File: src/rtl/nn_fixed_pkg.sv
// Shared fixed-point definitions for the neural-net datapath.
// Default widths, accumulator width rule and saturation constants.
package nn_fixed_pkg;

  localparam int DATA_WIDTH_DEF       = 16;
  localparam int WEIGHT_INT_WIDTH_DEF = 4;

  // A product of two DATA_WIDTH operands is accumulated at double width.
  function automatic int acc_width(input int dw);
    return 2 * dw;
  endfunction

  // Largest positive activation: {1'b0, all ones}.
  function automatic logic [63:0] pos_sat_val(input int dw);
    return (64'd1 << (dw - 1)) - 64'd1;
  endfunction

  // Most negative activation: {1'b1, all zeros}.
  function automatic logic [63:0] neg_sat_val(input int dw);
    return 64'd1 << (dw - 1);
  endfunction

endpackage

File: src/rtl/relu_sat_core.sv
// Combinational ReLU: rectify, rescale and saturate an accumulator sum.
// Ports: x (signed acc sum) -> out (activation), sat (result clamped).
// Optional: define LEAKY_RELU_EN for a leaky negative slope.
module relu_sat_core
  import nn_fixed_pkg::*;
#(
  parameter int DATA_WIDTH       = DATA_WIDTH_DEF,
  parameter int WEIGHT_INT_WIDTH = WEIGHT_INT_WIDTH_DEF
`ifdef LEAKY_RELU_EN
  ,
  parameter int LEAK_SHIFT       = 3
`endif
) (
  input  logic [2*DATA_WIDTH-1:0] x,
  output logic [DATA_WIDTH-1:0]   out,
  output logic                    sat
);

  localparam int ACC_W = acc_width(DATA_WIDTH);
  localparam int S     = ACC_W - 1;
  localparam int LSB   = S - WEIGHT_INT_WIDTH - DATA_WIDTH + 1;

  localparam logic [DATA_WIDTH-1:0] POS_SAT =
    DATA_WIDTH'(pos_sat_val(DATA_WIDTH));
`ifdef LEAKY_RELU_EN
  localparam logic [DATA_WIDTH-1:0] NEG_SAT =
    DATA_WIDTH'(neg_sat_val(DATA_WIDTH));
`endif

  logic [WEIGHT_INT_WIDTH-1:0] u;
  logic [DATA_WIDTH-1:0]       sl;
  logic                        unused_lsbs;

  assign u  = x[S-1 -: WEIGHT_INT_WIDTH];
  assign sl = x[S-WEIGHT_INT_WIDTH -: DATA_WIDTH];
  // Fraction bits below the output slice are truncated.
  assign unused_lsbs = ^x[LSB-1:0];

  always_comb begin
    out = sl;
    sat = 1'b0;
    if (!x[S]) begin
      // Any set overflow bit means the value exceeds the output range.
      if (|u) begin
        out = POS_SAT;
        sat = 1'b1;
      end
    end else begin
`ifdef LEAKY_RELU_EN
      // Overflow bits must be pure sign extension to fit.
      if (!(&u)) begin
        out = NEG_SAT;
        sat = 1'b1;
      end else begin
        out = $signed(sl) >>> LEAK_SHIFT;
      end
`else
      out = '0;
`endif
    end
  end

endmodule

File: src/rtl/relu_act.sv
// Registered ReLU activation stage with valid qualifier.
// Ports: clk, rst, x, in_valid -> out, out_valid, sat. Option: LEAKY_RELU_EN.
module relu_act
  import nn_fixed_pkg::*;
#(
  parameter int DATA_WIDTH       = DATA_WIDTH_DEF,
  parameter int WEIGHT_INT_WIDTH = WEIGHT_INT_WIDTH_DEF,
  parameter int LEAK_SHIFT       = 3
) (
  input  logic                    clk,
  input  logic                    rst,
  input  logic [2*DATA_WIDTH-1:0] x,
  input  logic                    in_valid,
  output logic [DATA_WIDTH-1:0]   out,
  output logic                    out_valid,
  output logic                    sat
);

  if (LEAK_SHIFT < 0 || LEAK_SHIFT >= DATA_WIDTH) begin : g_bad_shift
    $error("relu_act: LEAK_SHIFT out of range");
  end

  logic [DATA_WIDTH-1:0] core_out;
  logic                  core_sat;

  relu_sat_core #(
    .DATA_WIDTH       (DATA_WIDTH),
    .WEIGHT_INT_WIDTH (WEIGHT_INT_WIDTH)
`ifdef LEAKY_RELU_EN
    ,
    .LEAK_SHIFT       (LEAK_SHIFT)
`endif
  ) u_core (
    .x   (x),
    .out (core_out),
    .sat (core_sat)
  );

  always_ff @(posedge clk or posedge rst) begin
    if (rst) begin
      out       <= '0;
      sat       <= 1'b0;
      out_valid <= 1'b0;
    end else begin
      out_valid <= in_valid;
      if (in_valid) begin
        out <= core_out;
        sat <= core_sat;
      end
    end
  end

endmodule

File: config.mk
export PLATFORM = sky130hd
export DESIGN_NAME = relu_act
export DESIGN_NICKNAME = d
export VERILOG_FILES = /design/src/rtl/nn_fixed_pkg.sv /design/src/rtl/relu_sat_core.sv /design/src/rtl/relu_act.sv
export SDC_FILE = /design/constraint.sdc
export NUM_CORES = 1
export LEC_CHECK = 0
export CORE_ASPECT_RATIO = 1.4
export CORE_MARGIN = 2
export CORE_UTILIZATION = 38
export CTS_CLUSTER_SIZE = 16
export DETAILED_ROUTE_END_ITERATION = 16
export PLACE_DENSITY_LB_ADDON = 0.1
export SYNTH_ARGS = -nofsm -noshare
export SYNTH_HDL_FRONTEND = slang
export SYNTH_SLANG_ARGS = --single-unit
File: constraint.sdc
create_clock -name clk -period 1.1 [get_ports clk]
set_input_delay 0.275 -clock clk [delete_from_list [all_inputs] [get_ports clk]]
set_output_delay 0.275 -clock clk [all_outputs]
set_load 0.01 [all_outputs]
* Word-level counts from Yosys, hierarchy flattened *
Index checks and enable logic that the tools add are counted.

storage, ports and cells
  register bits = 18
  bits of input ports = 35
  output and inout port bits = 18
  logic and storage cells = 8

operators by class
  mux-type cells = 4
  reductions and logical operators = 1

operators with widths
  kind                count
  two-way mux 16 bit  2
  OR reduction 4 bit  1
  two-way mux 1 bit   2

* Longest topological paths before layout *
  word-level depth = 3
  depth in mapped cells = 4
  depth with buffers taken out = 2

* Hierarchy *
Synthesis repeated with hierarchy kept, for this count alone.

second synthesis, totals
  cells, all modules = 75
  area, all modules = 900.9 um2

by module, submodules not included
  module         times used  cells an instance  area each (um2)  seq. area each (um2)
  relu_act       1           38                 714.4            450.4
  relu_sat_core  1           37                 186.4            0.0

* Worst setup path before layout *
OpenSTA, ideal clock, no wires.

  path kind = input to register
  start point = input x[30]
  end point = register out[3]
  library setup time = 0.142 ns
  data arrival time = 0.928 ns
  data required time = 0.958 ns
  setup slack = 0.030 ns
  stages = 3
  path buffers = 1
  cells stage by stage = nor4_4 buf_6 o221ai_1

between the ends
  word-level cells in the longest chain between the ends = 3

ends and longest elaborated chain
  element                 line                 text
  start: declaration      relu_act.sv:12       input logic [2*DATA_WIDTH-1:0] x,
  OR reduction 4 bit      relu_sat_core.sv:44  if (|u) begin
  two-way mux 16 bit      relu_sat_core.sv:44
  two-way mux 16 bit      relu_sat_core.sv:42  if (!x[S]) begin
  end signal: assignment  relu_act.sv:47       out <= core_out;
  end: declaration        relu_act.sv:14       output logic [DATA_WIDTH-1:0] out,

No other way between the ends.
A chain may end at the register's enable or synchronous reset.

* Worst setup path after layout *
  start point = input x[28]
  end point = register out[13]

The elaborated chain is that of the path after synthesis.

==> flow_summary.yaml <==
cells_and_area:
  final_cell_mix: "clkdlybuf4s50_1, dfrtp_1, buf_2"
  post-route-util: 0.654
  syn_to_final_growth_pct: 66.5
  nNetsFinal: 163
  antenna_cells: 0
  drive_gt1_frac: 0.370
sta:
  rsz0062_at_grt: "yes"
  tightest_slew_ns: 0.271
  worst_slack_ns: -0.0385
  period_needed_ns: 1.14
  setup_violations: 13
  max_freq_mhz: 878
  maxSlewHeadroom: 0.818
  maxSlewViolCount: 0
  tns_ns: -0.133
  period_share: 1.04
  hold_violations: 0
  fin_skew_ns: 0
  hold_slack_ns: 0.281
power_and_ir_drop:
  p_comb_frac: 0.265
  irDropWorstVdd_mv: 0.636
  seqPwrFrac: 0.474
  switching_share: 0.272
  p_per_area_nw_per_um2: 1150
  leakage_nw: 0.642
  power_mw: 1.60
  switching_power_uw: 437
  intPower_mw: 1.17
  p_clk_frac: 0.261
floorplan:
  fp.dieH_um: 59.5
  dieArea_um2: 2600
  num_rows: 20
  core_area_um2: 2130
  start_util: 0.393
  die_x_um: 43.6
  io_pins: 53
setup_path:
  critPathArrivalTime_ns: 1.29
  timing.rr.end: "out[13]"
  critPathMaxFanout: 8
  startpoint_type: "primary input"
  required_ns: 1.25
  endpoint: "out[13]"
  reg2reg_from: "out[13]"
  crit_type: "in2reg"
  r2r_setup_slack_ns: 0.24
  ff2ff_path_depth: 3
  endpoint_kind: "flip-flop"
  crit_start: "x[28]"
logic_synthesis:
  yosysSeqAreaShare: 0.539
  syn_avg_cell_area_um2: 11.0
  synthTopCellsByArea: "dfrtp_1, o221ai_1, nand3b_1"
  syn-num-nets: 111
  yosys_register_bits: 18
  synth_warnings: 0
  yosysTopAreaCell: "dfrtp_1"
  synth_top_area_share: 0.539
  syn_inst: 76
  ys_types: 11
  netlist_area_um2: 836
cts:
  cts_max_level: 1
  clock_sinks: 18
  cts_tree: "done"
  cts_inserted_buffers: 3
  root_buffer: "clkbuf_4"
  clockBufferDepth: 2
  path_clk_slew_ns: 0.11
  clk_latency_ns: 0.29
global_routing:
  grt-ovfl-total: 0
  grt_max_degree: 19
  grt_pass1_vias: 732
  grt_pass1_wl_mm: 3.31
  grt_usage: 0.171
  antenna_found_initial: 0
place:
  gp_congestion: 0.650
  dp_hpwl_mm: 1.29
  io_buffers: 40
outcome:
  status: "finished, violations left"
  violations: "setup timing"
drt:
  wl_per_cell_um: 14.3
  totalWireLength_mm: 2.13
  drt-initial-drc-count: 7
  drt_pass1_iterations: 4
  vias_per_cell: 5.25
  vias: 782
  ant_nets: 0
  remaining_drc_errors: 0
flow_run:
  maxCapViolCount: 0
hold_path:
  hp-class: "in2async"
## cell families after synthesis
group / synth area share
buffers and inverters: 0.121
DFF: 0.539
and+or+nand+nor: 0.175
AOI/OAI and AO/OA: 0.165
## final cells by class
class / count / area [um^2]
fill: 178 / 736
timing repair buffer: 54 / 479
sequential: 18 / 450
multi-input combinational: 34 / 334
inverter: 17 / 63.8
clock buffer: 4 / 36.3
tap: 22 / 27.5
## power by group through the flow
stage               clock (mW)  sequential, mW  combinational (mW)
floorplan                    0           0.807               0.126
global placement             0           0.775               0.423
detailed placement           0           0.776               0.427
CTS                      0.422           0.761               0.389
global route             0.450           0.768               0.462
finish                   0.419           0.761               0.425
## routing by layer
layer  vias to the layer above  track usage  wire length [um]
met3                         8       0.0305               126
met1                       372        0.225               865
met4                         0       0.0736                61
met2                        28        0.273              1080
met5                         -            0                 0
li1                        374            -                 -
## through the flow
| step | instances | area, um^2 | worst slack [ns] |
|---|---|---|---|
| after floorplan | 76 | 836 | 0.0298 |
| after CTS | 144 | 1320 | -0.0187 |
| after detailed placement | 137 | 1310 | -0.396 |
| final | 149 | 1390 | -0.0385 |
| after global placement | 137 | 1310 | -0.376 |
| after global routing | 149 | 1390 | -0.0557 |
## cells in the mapped netlist (all sizes together)
master,instances
dfrtp,18
nand3b,15
clkbuf,5
nor4,1
o22ai,1
o221ai,15
buf,2
nor2b,1
inv,17
nand2b,1
## worst max-delay path: stages
cell,delay [ns]
dlygate4sd2_1,0.26
nor4_4,0.33
buf_4,0.18
buf_12,0.12
o221ai_1,0.13
## state kept, by name (all words and copies together), names as in the netlist
name and flops:
out 16, sat 1, out_valid 1
## worst min-delay path by stage
stage / endpoint
floorplan: out[0]
global placement: out[15]
detailed placement: out[15]
CTS: out[15]
global route: out[8]
finish: out[15]
## timing repair
item	CTS	global route
cloned	1	0
gates resized for setup	84	5
pin swaps	0	1
hold buffers	0	0
setup endpoints to repair	34	26
buffers inserted	2	5
(Power assumes the default switching activity.)
